[config.mk]
export PLATFORM = sky130hd
export DESIGN_NAME = uart_rx_buf
export DESIGN_NICKNAME = d
export VERILOG_FILES = /design/src/rtl/uart_pkg.sv /design/src/rtl/uart_fifo_core.sv /design/src/rtl/uart_rx_buf.sv
export SDC_FILE = /design/constraint.sdc
export NUM_CORES = 1
export LEC_CHECK = 0
export CAP_MARGIN = 15
export CORE_MARGIN = 2
export CORE_UTILIZATION = 60
export CTS_BUF_LIST = sky130_fd_sc_hd__clkbuf_4
export CTS_CLUSTER_SIZE = 8
export DETAILED_ROUTE_END_ITERATION = 8
export HOLD_SLACK_MARGIN = 0.05
export PLACE_DENSITY = 0.88
export SYNTH_ARGS = -nofsm -noshare
export SYNTH_HDL_FRONTEND = slang
export SYNTH_HIERARCHICAL = 1
export SYNTH_SLANG_ARGS = --single-unit
[constraint.sdc]
create_clock -name clk -period 7.5 [get_ports clk]
set_input_delay 1.125 -clock clk [delete_from_list [all_inputs] [get_ports clk]]
set_output_delay 1.125 -clock clk [all_outputs]
set_load 0.02 [all_outputs]
[src/rtl/uart_pkg.sv]
// uart_pkg: shared widths and types for the UART receive buffer.
//   DW          byte width received from the UART
//   WW          width of a buffered entry, which is also the Hack word width
//   uart_byte_t one received byte
//   uart_word_t one FIFO entry
package uart_pkg;

  localparam int DW = 8;
  localparam int WW = 16;

  typedef logic [DW-1:0] uart_byte_t;
  typedef logic [WW-1:0] uart_word_t;

endpackage

[src/rtl/uart_fifo_core.sv]
// uart_fifo_core: circular FIFO with register-based storage, used as the
// storage behind the UART receive buffer. A push is offered every cycle that
// push=1. It is accepted unless the FIFO is full with no pop in the same
// cycle, and the caller decides what a refused push means.
//
// Ports:
//   clk, rstn  clock and asynchronous active-low reset
//   push       entry offered this cycle
//   wr_data    entry to store
//   rdy        consumer accepts the head entry
//   vld        head entry available (count != 0)
//   rd_data    head entry
//   count      stored entries, 0..DEPTH
//   full       count == DEPTH
//   pop        head consumed this cycle (vld & rdy)
module uart_fifo_core
  import uart_pkg::*;
#(
  parameter int DEPTH = 16,
  parameter int W     = WW,
  localparam int AW   = $clog2(DEPTH)
) (
  input  logic          clk,
  input  logic          rstn,
  input  logic          push,
  input  logic [W-1:0]  wr_data,
  input  logic          rdy,
  output logic          vld,
  output logic [W-1:0]  rd_data,
  output logic [AW:0]   count,
  output logic          full,
  output logic          pop
);

  // The pointers are one bit wider than the index. Equal indices with
  // different MSBs mean the FIFO is full, and equal pointers mean it is empty.
  logic [AW:0]  wr_ptr_q, wr_ptr_d;
  logic [AW:0]  rd_ptr_q, rd_ptr_d;
  logic [W-1:0] mem_q [DEPTH];
  logic [W-1:0] mem_d [DEPTH];
  logic         accept;

  assign count   = wr_ptr_q - rd_ptr_q;
  assign vld     = (wr_ptr_q != rd_ptr_q);
  assign full    = (wr_ptr_q[AW] != rd_ptr_q[AW]) &&
                   (wr_ptr_q[AW-1:0] == rd_ptr_q[AW-1:0]);
  assign pop     = vld & rdy;
  assign rd_data = mem_q[rd_ptr_q[AW-1:0]];

  // When the FIFO is full, a pop in the same cycle frees the head slot, so
  // the write lands in the slot being vacated. The head entry is never
  // overwritten while it is still visible.
  assign accept  = push & (~full | pop);

  always_comb begin
    wr_ptr_d = wr_ptr_q;
    rd_ptr_d = rd_ptr_q;
    mem_d    = mem_q;
    if (accept) begin
      mem_d[wr_ptr_q[AW-1:0]] = wr_data;
      wr_ptr_d = wr_ptr_q + 1'b1;
    end
    if (pop) begin
      rd_ptr_d = rd_ptr_q + 1'b1;
    end
  end

  always_ff @(posedge clk or negedge rstn) begin
    if (!rstn) begin
      wr_ptr_q <= '0;
      rd_ptr_q <= '0;
    end else begin
      wr_ptr_q <= wr_ptr_d;
      rd_ptr_q <= rd_ptr_d;
    end
  end

  genvar gi;
  generate
    for (gi = 0; gi < DEPTH; gi++) begin : g_mem
      always_ff @(posedge clk or negedge rstn) begin
        if (!rstn) mem_q[gi] <= '0;
        else       mem_q[gi] <= mem_d[gi];
      end
    end
  endgenerate

endmodule

[src/rtl/uart_rx_buf.sv]
// uart_rx_buf: receive-side buffer placed after the UART receiver. It captures
// single-cycle byte strobes, which cannot be stalled, into a FIFO and presents
// them through a valid/ready interface. A push that arrives while the FIFO is
// full is dropped and sets a sticky overflow flag.
//
// Build option: define UART_RX_BUF_WORD_EN to pack byte pairs into 16-bit
// little-endian words, with the first byte low, before buffering. Without the
// macro, each byte is buffered zero-extended and half is tied to 0.
//
// Ports:
//   clk, rstn        clock and asynchronous active-low reset
//   in_vld, in_dat   byte strobe and data from the UART receiver
//   out_vld, out_rdy head-entry handshake
//   out_dat          head entry
//   count            stored entries, 0..DEPTH
//   half             packer holds a pending low byte
//   ovf, ovf_clr     sticky overflow flag and its clear
module uart_rx_buf
  import uart_pkg::*;
#(
  parameter int DEPTH = 16,
  localparam int AW   = $clog2(DEPTH)
) (
  input  logic          clk,
  input  logic          rstn,
  input  logic          in_vld,
  input  logic [7:0]    in_dat,
  output logic          out_vld,
  input  logic          out_rdy,
  output logic [15:0]   out_dat,
  output logic [AW:0]   count,
  output logic          half,
  output logic          ovf,
  input  logic          ovf_clr
);

  logic       push;
  uart_word_t push_dat;
  logic       full;
  logic       pop;
  logic       drop;
  logic       ovf_q, ovf_d;

`ifdef UART_RX_BUF_WORD_EN
  logic       half_q, half_d;
  uart_byte_t lo_q, lo_d;

  // The first byte of a pair is parked in the pack register. The second byte
  // releases the whole word, and the pair is complete even if that word is
  // then dropped.
  always_comb begin
    half_d   = half_q;
    lo_d     = lo_q;
    push     = in_vld & half_q;
    push_dat = {in_dat, lo_q};
    if (in_vld) begin
      if (half_q) begin
        half_d = 1'b0;
      end else begin
        half_d = 1'b1;
        lo_d   = in_dat;
      end
    end
  end

  always_ff @(posedge clk or negedge rstn) begin
    if (!rstn) begin
      half_q <= 1'b0;
      lo_q   <= '0;
    end else begin
      half_q <= half_d;
      lo_q   <= lo_d;
    end
  end

  assign half = half_q;
`else
  always_comb begin
    push     = in_vld;
    push_dat = {{(WW-DW){1'b0}}, in_dat};
  end

  assign half = 1'b0;
`endif

  uart_fifo_core #(
    .DEPTH (DEPTH),
    .W     (WW)
  ) u_fifo (
    .clk     (clk),
    .rstn    (rstn),
    .push    (push),
    .wr_data (push_dat),
    .rdy     (out_rdy),
    .vld     (out_vld),
    .rd_data (out_dat),
    .count   (count),
    .full    (full),
    .pop     (pop)
  );

  // A dropped push takes priority over a clear in the same cycle, so an
  // overflow is never lost.
  assign drop = push & full & ~pop;

  always_comb begin
    ovf_d = ovf_q;
    if (ovf_clr) ovf_d = 1'b0;
    if (drop)    ovf_d = 1'b1;
  end

  always_ff @(posedge clk or negedge rstn) begin
    if (!rstn) ovf_q <= 1'b0;
    else       ovf_q <= ovf_d;
  end

  assign ovf = ovf_q;

endmodule
== After elaboration in Yosys (flattened, before gate mapping) ==
Index checks and enable logic that the tools add are counted.
Widths: inputs -> output; s select.

* Output and inout port bits: 24
* Word-level logic and storage cells: 48
* Input bits: 13
* Bits in registers: 267

* Reductions and logical operators: 3
* Magnitude comparators: 3
* Muxes and demuxes: 8
* Bitwise gates (word level): 9
* Equality and inequality tests: 3
* $add $sub $neg: 3

{| class="wikitable"
|+ Operator list
! cell !! count
|-
| $bwmux 256 || 1
|-
| $bmux 16 s4 || 1
|-
| $demux 16 s4 || 1
|-
| $mux 16 || 3
|-
| $add 5x1->5 const B || 2
|-
| $ge 5x5->1 const B || 2
|-
| $not 4->5 || 2
|-
| $lt 5x1->1 const B || 1
|-
| $ne 5x5->1 || 1
|-
| $sub 5x5->5 || 1
|-
| $and 1x1->1 || 4
|-
| $eq 4x4->1 || 1
|-
| $logic_and 1x1->1 || 2
|-
| $mux 1 || 2
|-
| $not 1->1 || 2
|-
| $reduce_bool 2->1 || 1
|-
| $ne 1x1->1 || 1
|-
| $or 1x1->1 || 1
|}

== Logic depth before layout (Yosys ltp) ==
Gate-level depths: netlist of run 1.

* Word-level depth: 6
* Gate-level depth with buffers: 11

== Hierarchy ==
Netlist of run 1, hierarchy kept.

{| class="wikitable"
|+ Modules (own cells, without submodules)
! module !! cells an instance !! area each (um^2) !! seq. area each (um^2) !! times used
|-
| uart_fifo_core || 764 || 12582.1 || 6656.4 || 1
|-
| uart_rx_buf || 6 || 56.3 || 25.0 || 1
|}

== Least setup slack after synthesis of run 1 ==
No wires, ideal clock.

* Kind: flip-flop to output port
* Start point: reg u_fifo.rd_ptr_q[2]
* End point: out count[4]
* Path slack: 4.373 ns
* Cell stages (with the launch flop): 9
* Arrival: 2.002 ns
* Path buffers: 3
* Cell sequence: dfrtp_1 > clkbuf_1 > buf_2 > buf_1 > inv_1 > ha_1 > a21o_1 > a21oi_1 > xnor2_1

* Word-level cells in the longest chain between the ends: 1

{| class="wikitable"
|+ RTL lines
! element !! line !! source
|-
| start, declared || uart_fifo_core.sv:38 || <nowiki>logic [AW:0] rd_ptr_q, rd_ptr_d;</nowiki>
|-
| start signal, assigned || uart_fifo_core.sv:74 || <nowiki>rd_ptr_q <= rd_ptr_d;</nowiki>
|-
| $sub 5x5->5 || uart_fifo_core.sv:43 || <nowiki>assign count = wr_ptr_q - rd_ptr_q;</nowiki>
|-
| end, declared || uart_rx_buf.sv:31 || <nowiki>output logic [AW:0] count,</nowiki>
|}

Every way passes these cells.

== Final worst setup path of run 1 ==
* Start point: reg u_fifo.rd_ptr_q[0]
* End point: out out_dat[11]

* Word-level cells in the longest chain between the ends: 4

{| class="wikitable"
|+ RTL lines
! element !! line !! source
|-
| $not 4->5 (not written as such) || uart_fifo_core.sv:48 || <nowiki>assign rd_data = mem_q[rd_ptr_q[AW-1:0]];</nowiki>
|-
| $bmux 16 s4 || uart_fifo_core.sv:48 ||
|-
| $mux 16 (not written as such) (2 in series) || uart_fifo_core.sv:48 ||
|-
| end, declared || uart_rx_buf.sv:30 || <nowiki>output logic [15:0] out_dat,</nowiki>
|}

Every way passes these cells. The select of a mux whose other input is x is not followed.

==> impl_metrics.yaml, run 1 <==
placement:
  gp_congestion: 0.779
  dpl.hpwl_um: 15000
  place_inst: 1087
  placed_area_sq_um: 13200
  numPortBuffers: 35
die:
  num_io_pins: 37
  core_sq_um: 20800
  dieArea_sq_um: 22200
  die_w_um: 149
  rows: 53
  start_util_pct: 60.7
  die_h_um: 149
route:
  via_count: 7091
  avgViaCountPerCell: 5.94
  route.detailed.drc: 0
  ant_nets: 0
  dr.pass1.iters: 4
  wl_per_cell_um: 22.4
  drt_iter0_markers: 457
  wirelength_um: 26700
final_layout:
  fin_cells: 1193
  utilization_pct: 67.1
  fin_nets: 905
  area_growth_pct: 10.6
  drive_gt1_share_pct: 48.7
  final_area_sq_um: 14000
sta:
  drv_slew: 0
  slew_headroom_pct: 32.8
  clock_skew_ns: 0.0325
  finalSetupViolations: 0
  finalHoldViolations: 0
  min_period_over_period_pct: 65.2
  worst_pin_slew_ns: 1.01
  fmax_ghz: 0.204
  rsz0062_at_grt: "false"
  hold_ws_ns: 0.500
  tns_ns: 0
  period_minus_slack_ns: 4.89
setup_path:
  worst_ep_required_time_ns: 6.38
  crit_start: "u_fifo/rd_ptr_q[0]$_DFFE_PN0P_"
  cp.arrival_ns: 3.77
  critPathCaptureType: "output pin"
  start_kind: "flip-flop"
  reg2reg_from: "u_fifo/rd_ptr_q[2]$_DFFE_PN0P_"
  criticalPathCategory: "flip-flop to output pin"
  cp_max_fo: 49
global_route:
  track_usage_pct: 25.6
  grt_pass1_vias: 7692
  grt_antenna_before_repair: 1
  grt_max_degree: 125
  grt_first_pass_wirelength_um: 42600
  overflow: 0
yosys:
  syn_inst: 770
  synth_xor_area_share_pct: 0.891
  ys_ff_latch: 267
  synth_mux_area_share_pct: 36.4
  synth-simple-area-share_pct: 2.98
  synth_top_family_by_area: "multiplexers"
  synth-adder-area-share_pct: 1.05
  synthFlopType: "dfrtp_1"
  async_flop_share_pct: 100
  ys_seq_area_share_pct: 52.9
  synth_edf_count: 0
  syn_area_sq_um: 12600
  yosys_warnings: 6
  synth_cell_type_count: 36
  synth_area_per_cell_sq_um: 16.4
  synth_compound_area_share_pct: 2.46
flow_run:
  cap_violations: 0
clocking:
  htreeDepth: 3
  tritoncts: "built"
  clockBufferDepth: 3
  cts_buffers: 68
  ctsHoldBuffers: 0
  cts.sinks: 267
  cts_resized: 0
  clk_latency_ns: 0.66
  cts_root_buf: "clkbuf_4"
  path_clk_slew_ns: 0.06
  cts_setup_buffers: 0
pwr:
  ir_drop_mv: 0.316
  leakagePower_nw: 6.46
  pwr-share-comb_pct: 44.1
  seqPwrFrac_pct: 38.8
  p_switching_mw: 2.20
  power_density_nw_per_um2: 471
  clockPowerShare_pct: 17.1
  switching_share_pct: 33.5
  internal-power_mw: 4.38
hold_path:
  hold_class: "flip-flop to flip-flop"
  hold_start: "u_fifo/mem_q[6]$_DFFE_PN0P_"
status:
  status: "completed"
## path summary, 6_finish.rpt
kind,cells after the start,to,slack (ns)
setup / recovery,5,out_dat[11],2.61
hold / removal,1,u_fifo/mem_q[6]$_DFFE_PN0P_,0.50
setup reg to reg,7,u_fifo/mem_q[15]$_DFFE_PN0P_,4.01
hold reg to reg,1,u_fifo/mem_q[6]$_DFFE_PN0P_,0.50
max in group asynchronous,2,u_fifo/mem_q[247]$_DFFE_PN0P_,5.32
min in group asynchronous,1,u_fifo/mem_q[75]$_DFFE_PN0P_,0.56
## synthesized netlist by cell type (2+ instances only)
cell type  number  area [sq um]
nor2_1          5          18.8
buf_4          12          90.1
clkbuf_1       27           101
xor2_1          2          17.5
a21oi_1         2          10.0
mux2_2        187          2110
o311a_1         2          20.0
nand4_1         3          18.8
ha_1            9           113
inv_1           9          33.8
mux4_2         64          1440
nand3_1         2          10.0
a21o_1          2          15.0
mux2_4         70          1050
nand4_4         7           149
buf_2           7          35.0
a22oi_1        32           240
buf_1           3          11.3
buf_12          7           140
nand2_2         8          50.1
dfrtp_1       267          6680
nand2_1        21          78.8
xnor2_1         9          78.8
## registers in the layout (all words and copies together), names as in the netlist
signal           flops
ovf                  1
u_fifo/mem_q       256
u_fifo/rd_ptr_q      5
u_fifo/wr_ptr_q      5
## layout make-up
cell class,count,area [sq um]
clock buffers,95,713
diodes,1,2.50
clock inverters,10,38.8
inverters,9,33.8
flip-flops and latches,267,6690
well taps,275,344
fillers,1428,6840
multi-input cells,493,5740
repair buffers,43,415
## cells by family after synthesis
family / after synthesis
XOR/XNOR: 12
multiplexers: 321
flip-flops: 267
other: 1
AO/OA/AOI/OAI: 41
adder cells (fa/ha/maj): 10
buffers and inverters: 66
AND/OR/NAND/NOR: 52
## power by group through the flow
| stage | registers [mW] | clock network (mW) | logic (mW) |
|---|---|---|---|
| after floorplan | 2.38 | 0 | 2.24 |
| after global placement | 2.52 | 0 | 2.81 |
| after detailed placement | 2.56 | 0 | 2.90 |
| after CTS | 2.54 | 1.16 | 2.91 |
| after global routing | 2.64 | 1.24 | 3.09 |
| final | 2.56 | 1.12 | 2.90 |
## layer usage
| layer | global-route usage, % | wire, um | vias to the layer above |
|---|---|---|---|
| met4 | 9.00 | 637 | 0 |
| met2 | 41.6 | 13500 | 233 |
| met3 | 6.33 | 1620 | 47 |
| met5 | 0 | 0 | - |
| li1 | - | - | 3067 |
| met1 | 34.2 | 10900 | 3744 |
## per-stage QoR
stage,power (mW),setup slack (ns)
floorplan,4.62,4.37
global placement,5.33,3.27
detailed placement,5.46,3.24
CTS,6.61,2.52
global route,6.97,2.35
finish,6.58,2.61
## cell usage in the layout, fill, tap and decap left out, types with 2 or more instances in the layout
cell type / n
buf_4: 8
clkinv_1: 9
o311a_1: 2
nand4_4: 7
mux2_4: 70
inv_1: 9
conb_1: 57
mux2_2: 187
xor2_1: 2
mux4_2: 64
clkbuf_4: 95
xnor2_1: 9
nand4_1: 3
nand2_1: 21
a21oi_1: 2
a22oi_1: 32
a21o_1: 2
nand2_2: 8
clkdlybuf4s50_1: 34
dfrtp_1: 265
ha_1: 9
nand3_1: 2
nor2_1: 5
## critical path, stage by stage, from the launching register on
cell and delay, ns:
dfrtp_4 0.67, buf_4 0.81, mux4_2 0.66, a22oi_1 0.34
nand2_1 0.10, clkdlybuf4s50_1 0.55
(Power assumes the default switching activity.)
==> run 2: changes to the inputs <==
clock period = 4.77 ns   (was 7.5 ns; I/O delays follow)
==> impl_metrics.yaml, run 2 (same netlist as run 1, synthesis figures left out) <==
clocking:
  cts_setup_buffers: 0
  cts_resized: 0
  htreeDepth: 3
  cts_root_buf: "clkbuf_4"
  clk_latency_ns: 0.67
  path_clk_slew_ns: 0.06
  tritoncts: "built"
  ctsHoldBuffers: 0
  cts_buffers: 68
  clockBufferDepth: 3
  cts.sinks: 267
final_layout:
  fin_cells: 1197
  final_common_cell: "dfrtp_1"
  drive_gt1_share_pct: 49.4
  final_cell_mix: "dfrtp_1, mux2_2, clkbuf_4, mux2_4, mux4_2"
  final_area_sq_um: 14100
  fin_nets: 907
  top_regs: "u_fifo/mem_q: 256 flops, u_fifo/rd_ptr_q: 5 flops, u_fifo/wr_ptr_q: 5 flops"
  area_growth_pct: 11.4
  largest_reg_flops: 256
  utilization_pct: 67.6
  regMostFlops: "u_fifo/mem_q"
pwr:
  ir_drop_mv: 0.465
  power_density_nw_per_um2: 745
  finalPower_mw: 10.5
  leakagePower_nw: 6.51
route:
  dr.pass1.iters: 5
  avgViaCountPerCell: 5.92
  wl_met3_um: 1460
  wl_met1_um: 11200
  route.detailed.drc: 0
  highest_layer: "met4"
  ant_nets: 0
  wirelength_um: 27300
  via_count: 7081
  wl_per_cell_um: 22.8
  drt_iter0_markers: 413
  wl_met2_um: 14100
setup_path:
  start_kind: "flip-flop"
  criticalPathCategory: "flip-flop to output pin"
  slowest_stage: "dfrtp_4"
  critPathCaptureType: "output pin"
  worst-path-buf-inv: 2
  crit_chain: "buf_4 > mux4_2 > a22oi_1 > nand2_1 > clkdlybuf4s50_1"
  worst_ep_required_time_ns: 4.05
  cp.arrival_ns: 3.46
  cp_max_fo: 32
  critPathMaxStageDelay_ns: 0.84
  path_delay_family: "buffers and inverters"
global_route:
  grt_antenna_before_repair: 1
  grt_pass1_vias: 7682
  track_usage_pct: 25.9
  overflow: 0
  grt_max_degree: 128
  grt_first_pass_wirelength_um: 42800
sta:
  setup_ws_ns: 0.596
  period_minus_slack_ns: 4.17
  hold_ws_ns: 0.0954
  worst_pin_slew_ns: 1.03
  fmax_ghz: 0.240
  min_period_over_period_pct: 87.5
  finalSetupViolations: 0
  clock_skew_ns: 0.0343
  slew_headroom_pct: 31.5
  rsz0062_at_grt: "false"
  tns_ns: 0
  finalHoldViolations: 0
  drv_slew: 0
status:
  status: "completed"
placement:
  numPortBuffers: 35
  place_inst: 1089
  dpl.hpwl_um: 15100
  gp_congestion: 0.736
  post-place-ws_ns: 1.22
  placed_area_sq_um: 13300
hold_path:
  hold_class: "input pin to asynchronous set/reset pin"
die:
  die_h_um: 149
  dieArea_sq_um: 22200
  start_util_pct: 60.7
  rows: 53
  num_io_pins: 37
  die_w_um: 149
  core_sq_um: 20800
flow_run:
  cap_violations: 0
run 2: changes by cell type in the layout (fill, tap and decap cells not counted), sizes merged:
cell	change
clkbuf	+1
bufinv	+2
clkinv	-4
buf	+2
inv	+3
run 2: worst reg2reg max path: cells and delay by family (launching register included):
family / cells / cell delay (ns)
flip-flops: 1 / 0.87
AND/OR/NAND/NOR: 3 / 1.30
multiplexers: 1 / 0.60
adder cells (fa/ha/maj): 1 / 0.41
run 2: final cells by class:
class / instances / area, sq um
fill: 1402 / 6740
sequential: 267 / 6690
multi-input combinational: 493 / 5740
clock buffer: 96 / 721
timing repair buffer: 45 / 455
tap: 275 / 344
clock inverter: 11 / 95.1
inverter: 9 / 33.8
antenna: 1 / 2.50
run 2: final timing paths:
path	start	end	slack (ns)	cells past startpoint
min in group clk	u_fifo/mem_q[20]$_DFFE_PN0P_	u_fifo/mem_q[20]$_DFFE_PN0P_	0.50	1
max in group asynchronous	rstn	u_fifo/mem_q[22]$_DFFE_PN0P_	3.55	2
hold / removal	rstn	u_fifo/mem_q[87]$_DFFE_PN0P_	0.1	1
setup / recovery	u_fifo/rd_ptr_q[0]$_DFFE_PN0P_	out_dat[1]	0.60	5
hold reg to reg	u_fifo/mem_q[20]$_DFFE_PN0P_	u_fifo/mem_q[20]$_DFFE_PN0P_	0.50	1
setup reg to reg	u_fifo/wr_ptr_q[2]$_DFFE_PN0P_	u_fifo/mem_q[9]$_DFFE_PN0P_	1.47	5
run 2: power breakdown:
group | total, mW | switching [mW] | internal [mW]
sequential | 4.06 | 0.709 | 3.35
clock | 1.91 | 0.883 | 1.02
combinational | 4.52 | 1.88 | 2.64
total | 10.5 | 3.48 | 7.02
run 2: per-layer routing:
metal | vias up | track usage, %
met4 | 0 | 8.57
met5 | - | 0
met2 | 217 | 43.8
li1 | 3083 | -
met3 | 44 | 5.78
met1 | 3737 | 33.6
